$ cat src/rtl/ahb_pkg.sv
// Shared AHB-Lite encodings and the slave FSM state type for ahb_slave_if.
package ahb_pkg;

    typedef enum logic [1:0] {
        IDLE   = 2'b00,
        BUSY   = 2'b01,
        NONSEQ = 2'b10,
        SEQ    = 2'b11
    } htrans_t;

    localparam logic HRESP_OKAY  = 1'b0;
    localparam logic HRESP_ERROR = 1'b1;

    localparam logic [2:0] HSIZE_WORD = 3'b010;

    typedef enum logic [2:0] {
        ST_IDLE    = 3'd0,
        ST_DATA_WR = 3'd1,
        ST_DATA_RD = 3'd2,
        ST_ERR1    = 3'd3,
        ST_ERR2    = 3'd4
    } slv_state_t;

endpackage

$ cat src/rtl/ahb_slave_if.sv
// AHB-Lite slave front end for a word-addressed register file.
// Define AHB_SLV_ERR_RESP_EN to enable the two-cycle ERROR response for illegal transfers.
//
// state      | meaning
// ST_IDLE    | no data phase in flight, zero-wait OKAY
// ST_DATA_WR | write data phase, rf_wr_en high, waits on rf_ready
// ST_DATA_RD | read data phase, rf_rd_en high, waits on rf_ready
// ST_ERR1    | first ERROR cycle (HREADYOUT low)
// ST_ERR2    | second ERROR cycle (HREADYOUT high)
module ahb_slave_if
    import ahb_pkg::*;
#(
    parameter int DATA_WIDTH     = 32,
    parameter int ADDR_WIDTH     = 32,
    parameter int REG_FILE_DEPTH = 16
) (
    input  logic                  clk,
    input  logic                  rst,
    input  logic                  HSEL,
    input  logic [ADDR_WIDTH-1:0] HADDR,
    input  logic [1:0]            HTRANS,
    input  logic                  HWRITE,
    input  logic [2:0]            HSIZE,
    input  logic [DATA_WIDTH-1:0] HWDATA,
    input  logic                  HREADY,
    output logic [DATA_WIDTH-1:0] HRDATA,
    output logic                  HREADYOUT,
    output logic                  HRESP,
    output logic                  rf_rd_en,
    output logic                  rf_wr_en,
    output logic [ADDR_WIDTH-1:0] rf_address,
    output logic [DATA_WIDTH-1:0] rf_wr_data,
    input  logic [DATA_WIDTH-1:0] rf_rd_data,
    input  logic                  rf_ready,
    input  logic                  rf_error
);

    localparam logic [ADDR_WIDTH-1:0] DEPTH_W = ADDR_WIDTH'(REG_FILE_DEPTH);

    slv_state_t            state_q, state_d;
    logic [ADDR_WIDTH-1:0] addr_q, addr_d;
    logic                  write_q, write_d;
    logic                  legal_q, legal_d;

    htrans_t               htrans;
    logic [ADDR_WIDTH-1:0] word_idx;
    logic                  legal;
    logic                  accept;
    logic                  unused_rf_error;

    assign htrans          = htrans_t'(HTRANS);
    assign word_idx        = {2'b00, HADDR[ADDR_WIDTH-1:2]};
    assign legal           = (HSIZE == HSIZE_WORD) && (HADDR[1:0] == 2'b00) && (word_idx < DEPTH_W);
    assign unused_rf_error = rf_error;

    assign rf_address = addr_q;
    assign rf_wr_data = HWDATA;

    always_comb begin
        state_d   = state_q;
        addr_d    = addr_q;
        write_d   = write_q;
        legal_d   = legal_q;
        HREADYOUT = 1'b1;
        HRESP     = HRESP_OKAY;
        rf_rd_en  = 1'b0;
        rf_wr_en  = 1'b0;
        HRDATA    = '0;
        accept    = 1'b0;

        case (state_q)
            ST_DATA_WR: begin
                rf_wr_en  = write_q && legal_q;
                HREADYOUT = rf_ready;
            end
            ST_DATA_RD: begin
                rf_rd_en  = !write_q && legal_q;
                HREADYOUT = rf_ready;
                HRDATA    = rf_rd_data;
            end
`ifdef AHB_SLV_ERR_RESP_EN
            ST_ERR1: begin
                HREADYOUT = 1'b0;
                HRESP     = HRESP_ERROR;
            end
            ST_ERR2: begin
                HRESP     = HRESP_ERROR;
            end
`endif
            default: ;
        endcase

        // A new address phase is only taken when this slave is completing its data phase.
        accept = HSEL && HREADY && HREADYOUT && (htrans == NONSEQ || htrans == SEQ);

        if (accept) begin
            addr_d  = word_idx;
            write_d = HWRITE;
            legal_d = legal;
        end

`ifdef AHB_SLV_ERR_RESP_EN
        if (state_q == ST_ERR1) begin
            state_d = ST_ERR2;
        end else
`endif
        if (HREADYOUT) begin
            if (accept && legal) begin
                state_d = HWRITE ? ST_DATA_WR : ST_DATA_RD;
            end else if (accept) begin
`ifdef AHB_SLV_ERR_RESP_EN
                state_d = ST_ERR1;
`else
                state_d = ST_IDLE;
`endif
            end else begin
                state_d = ST_IDLE;
            end
        end
    end

    always_ff @(posedge clk or posedge rst) begin
        if (rst) begin
            state_q <= ST_IDLE;
            addr_q  <= '0;
            write_q <= 1'b0;
            legal_q <= 1'b0;
        end else begin
            state_q <= state_d;
            addr_q  <= addr_d;
            write_q <= write_d;
            legal_q <= legal_d;
        end
    end

endmodule

$ cat config.mk
export PLATFORM = sky130hd
export DESIGN_NAME = ahb_slave_if
export DESIGN_NICKNAME = d
export VERILOG_FILES = /design/src/rtl/ahb_pkg.sv /design/src/rtl/ahb_slave_if.sv
export SDC_FILE = /design/constraint.sdc
export NUM_CORES = 1
export LEC_CHECK = 0
export CORE_MARGIN = 2
export CORE_UTILIZATION = 31
export CTS_BUF_LIST = sky130_fd_sc_hd__clkbuf_4 sky130_fd_sc_hd__clkbuf_8
export CTS_CLUSTER_DIAMETER = 50
export CTS_CLUSTER_SIZE = 20
export DETAILED_ROUTE_END_ITERATION = 8
export GPL_TIMING_DRIVEN = 1
export PLACE_DENSITY_LB_ADDON = 0.2
export SLEW_MARGIN = 20
export SYNTH_ARGS = -nofsm -noshare
export SYNTH_HDL_FRONTEND = slang
export SYNTH_SLANG_ARGS = --single-unit
export TNS_END_PERCENT = 10
$ cat constraint.sdc
create_clock -name clk -period 3.6 [get_ports clk]
set_clock_uncertainty 0.1 [all_clocks]
set_input_delay 0.36 -clock clk [delete_from_list [all_inputs] [get_ports clk]]
set_output_delay 0.36 -clock clk [all_outputs]
set_load 0.03 [all_outputs]
==> results by group <==
Clock tree
  – CTS tree: done
  – Clock Latency Late Sink: 0.28 ns
  – PostCTS Resize Cnt: 0
  – Clock-pin slew on the worst setup and hold paths: 0.07 ns
  – Hold Buf Count CTS: 0
  – Root Buffer: clkbuf_8
  – CTS H-tree lvls: 2
  – Clk sink count: 34
  – Total CTS buffers: 5
  – Max Root-Sink Buffers: 2
  – Setup bufs post-CTS: 0

Global routing
  – GRT Total Usage: between 10% and 20%
  – Vias in the first global route: 1,794
  – GR Overflow Total: 0
  – Largest net degree at the start of global routing: 36
  – Initial antenna violation count: 0
  – First-pass GRT wire length: ~9.0 mm

Job
  – Max_cap viols: 0

Die
  – Die width: between 80 and 90 µm
  – Die Ht: around 83 µm
  – Ports: 208
  – Core Region: between 5000 and 6000 µm²
  – Initial Util: around 32%
  – Row cnt: 28
  – Die area: between 6000 and 7000 µm²

Critical path
  – Worst path max stage delay: 0.70 ns
  – Critical path capture point type: output pin
  – CP arrival: 2.32 ns
  – Worst-path cell chain: inv_1 > ha_1 > nand2_1 > nor2_1 > clkdlybuf4s50_1
  – CP top delay family: buffers and inverters
  – Buffers and inverters on the worst path: 2
  – CP startpoint kind: flop
  – CP Class: reg -> out
  – Crit path max-delay cell type: clkdlybuf4s50_1
  – Critical Path RT: 3.14 ns
  – Crit Path Max Fanout: 33

Yosys
  – Number of flops mapped to enable cells by yosys: 0
  – Synth async-reset ratio: 100%
  – Synth area leader: dfrtp_1
  – Share of the synthesized area in the top cell type: 44.0%
  – Synth cell count leaders: nand2_1 (95), buf_4 (35), dfrtp_1 (34)
  – Yosys warnings: 0
  – Ys flop type: dfrtp_1
  – Most common cell in the synthesized netlist: nand2_1
  – Post-synthesis instance total: roughly 230
  – Post-synth cell types: 21
  – Mapped Avg Cell Area: around 8.3 µm²
  – Mapped cell area: roughly 1900 µm²
  – Sequential cell area fraction in the yosys report: between 40% and 50%
  – Number of synthesized register bits: 34
  – Synth top area cells: dfrtp_1 (44%), nand2_1 (18%), buf_4 (14%)

STA
  – Max-slew violations: 0
  – Hold violation total from the final report: 0
  – Final Cycle Share: slightly below 80%
  – RSZ-0062 raised after global routing: false
  – Relative slew slack: between 50 and 60%
  – Slew @ Worst Pin: 0.742 ns
  – # setup viols final: 0
  – Maximum clock frequency: between 0.3 and 0.4 GHz
  – Final worst path period need: between 2 and 3 ns
  – Setup_tns: 0 ns

Place
  – Detail Placement HPWL: between 4 and 5 mm
  – Dpl cells: between 400 and 500
  – PortBufs: 138
  – GP Congestion: around 0.73

Power
  – Leakage: between 1 and 1.5 nW
  – Power Density: around 390 nW/µm²
  – Peak VDD IR: 0.296 mV

Finish
  – Non-filler instance count after layout: 413
  – Area Growth Syn to Fin: 68.8%
  – Share of layout cells above drive strength 1: under 10%
  – Fillers: roughly 550
  – Final net count: between 400 and 500
  – Number of diodes: 0

Run status
  – Outcome: finished clean

Detailed routing
  – DRC Markers: 0
  – WL per Instance: 13.3 µm
  – Router iterations before antenna repair: 4
  – Vias: around 1,800
  – Antenna viol nets, final: 0
  – Routed vias/inst: 4.38
  – Drt total wl: roughly 5.5 mm
  – First DRT Iteration DRCs: 35

Min path
  – Hold Path Class: reg -> reg
-- layout make-up --
class | instances | area, µm² | area share [%]
well taps | 75 | 93.8 | 2.87
clock inverters | 3 | 68.8 | 2.11
clock buffers | 5 | 68.8 | 2.11
multi-input cells | 151 | 768 | 23.5
repair buffers | 140 | 1400 | 42.8
flip-flops and latches | 34 | 851 | 26.1
inverters | 5 | 18.8 | 0.575
-- final timing paths --
path                                       end  slack [ns]  depth (start not counted)           from
worst max-delay path                  rf_rd_en        0.82                          5     state_q[0]
worst min-delay path             rf_address[3]        0.37                          2  rf_address[3]
worst min register to register   rf_address[3]        0.37                          2  rf_address[3]
worst max register to register      state_q[0]        1.41                          7     state_q[0]
max in group asynchronous        rf_address[8]        2.71                          3            rst
min in group asynchronous       rf_address[10]        0.38                          3            rst
-- cells in the final DEF (no fill, tap or decap) --
cell             instances
bufinv_16                2
nor4_2                   4
o32ai_2                  1
o31ai_1                  1
clkbuf_8                 5
nand4_1                  2
inv_2                    1
conb_1                   3
o2111ai_4                1
nor4b_2                  1
nor4_1                   2
dfrtp_1                 34
nor3_1                   1
and2_1                  32
inv_1                    4
buf_4                    2
nand2_1                 95
ha_1                     2
clkinv_4                 1
clkdlybuf4s50_1        138
nor2_1                   4
a22o_1                   1
and3_1                   1
-- per-stage QoR --
stage / hold WS (ns) / util, % / power, mW / instance area [µm²] / setup WS (ns)
after floorplan: 0.361 / - / 0.718 / 1940 / 1.82
after global placement: 0.357 / 52.2 / 0.863 / 3130 / 1.09
after detailed placement: 0.361 / 52.2 / 0.867 / 3130 / 1.08
after CTS: 0.381 / 54.5 / 1.30 / 3270 / 0.754
after global routing: 0.405 / 54.5 / 1.35 / 3270 / 0.606
final: 0.374 / 54.5 / 1.28 / 3270 / 0.822
-- power by group --
| part | total, mW | switching (mW) | internal (mW) | leakage [nW] |
|---|---|---|---|---|
| registers | 0.467 | 0.0291 | 0.438 | 0.431 |
| clock network | 0.422 | 0.145 | 0.277 | 0.0683 |
| logic | 0.389 | 0.203 | 0.186 | 0.950 |
| total | 1.28 | 0.377 | 0.901 | 1.45 |
-- sequential cells by signal, summed over array words and instances, names as in the netlist --
register,cells
legal_q,1
rf_address,30
state_q,2
write_q,1
-- routing by layer --
metal	global-route usage, %	routed length [µm]	vias to the layer above
met3	7.16	586	6
met5	0	0	-
met2	26.3	2650	101
li1	-	-	891
met4	3.73	61	0
met1	18.5	2190	809
-- worst register-to-register path, delay by kind of cell, from the launching register on --
kind                     cells  cell delay (ns)
buffers and inverters        3             0.79
AND/OR/NAND/NOR              1             0.21
flip-flops                   1             0.35
AO/OA/AOI/OAI                2             0.29
adder cells (fa/ha/maj)      1             0.34
-- cells by family (layout without fill, tap and decap cells) --
| kind of cell | Yosys count | in the layout | share of synthesized area (%) |
|---|---|---|---|
| AOI/OAI and AO/OA | 4 | 4 | 3.04 |
| buffers and inverters | 49 | 153 | 16.7 |
| and+or+nand+nor | 142 | 142 | 34.8 |
| adders and majority gates | 2 | 2 | 1.29 |
| other | 1 | 3 | 0.194 |
| DFF | 34 | 34 | 44.0 |
Note: power is estimated with default switching activity, not from simulation.
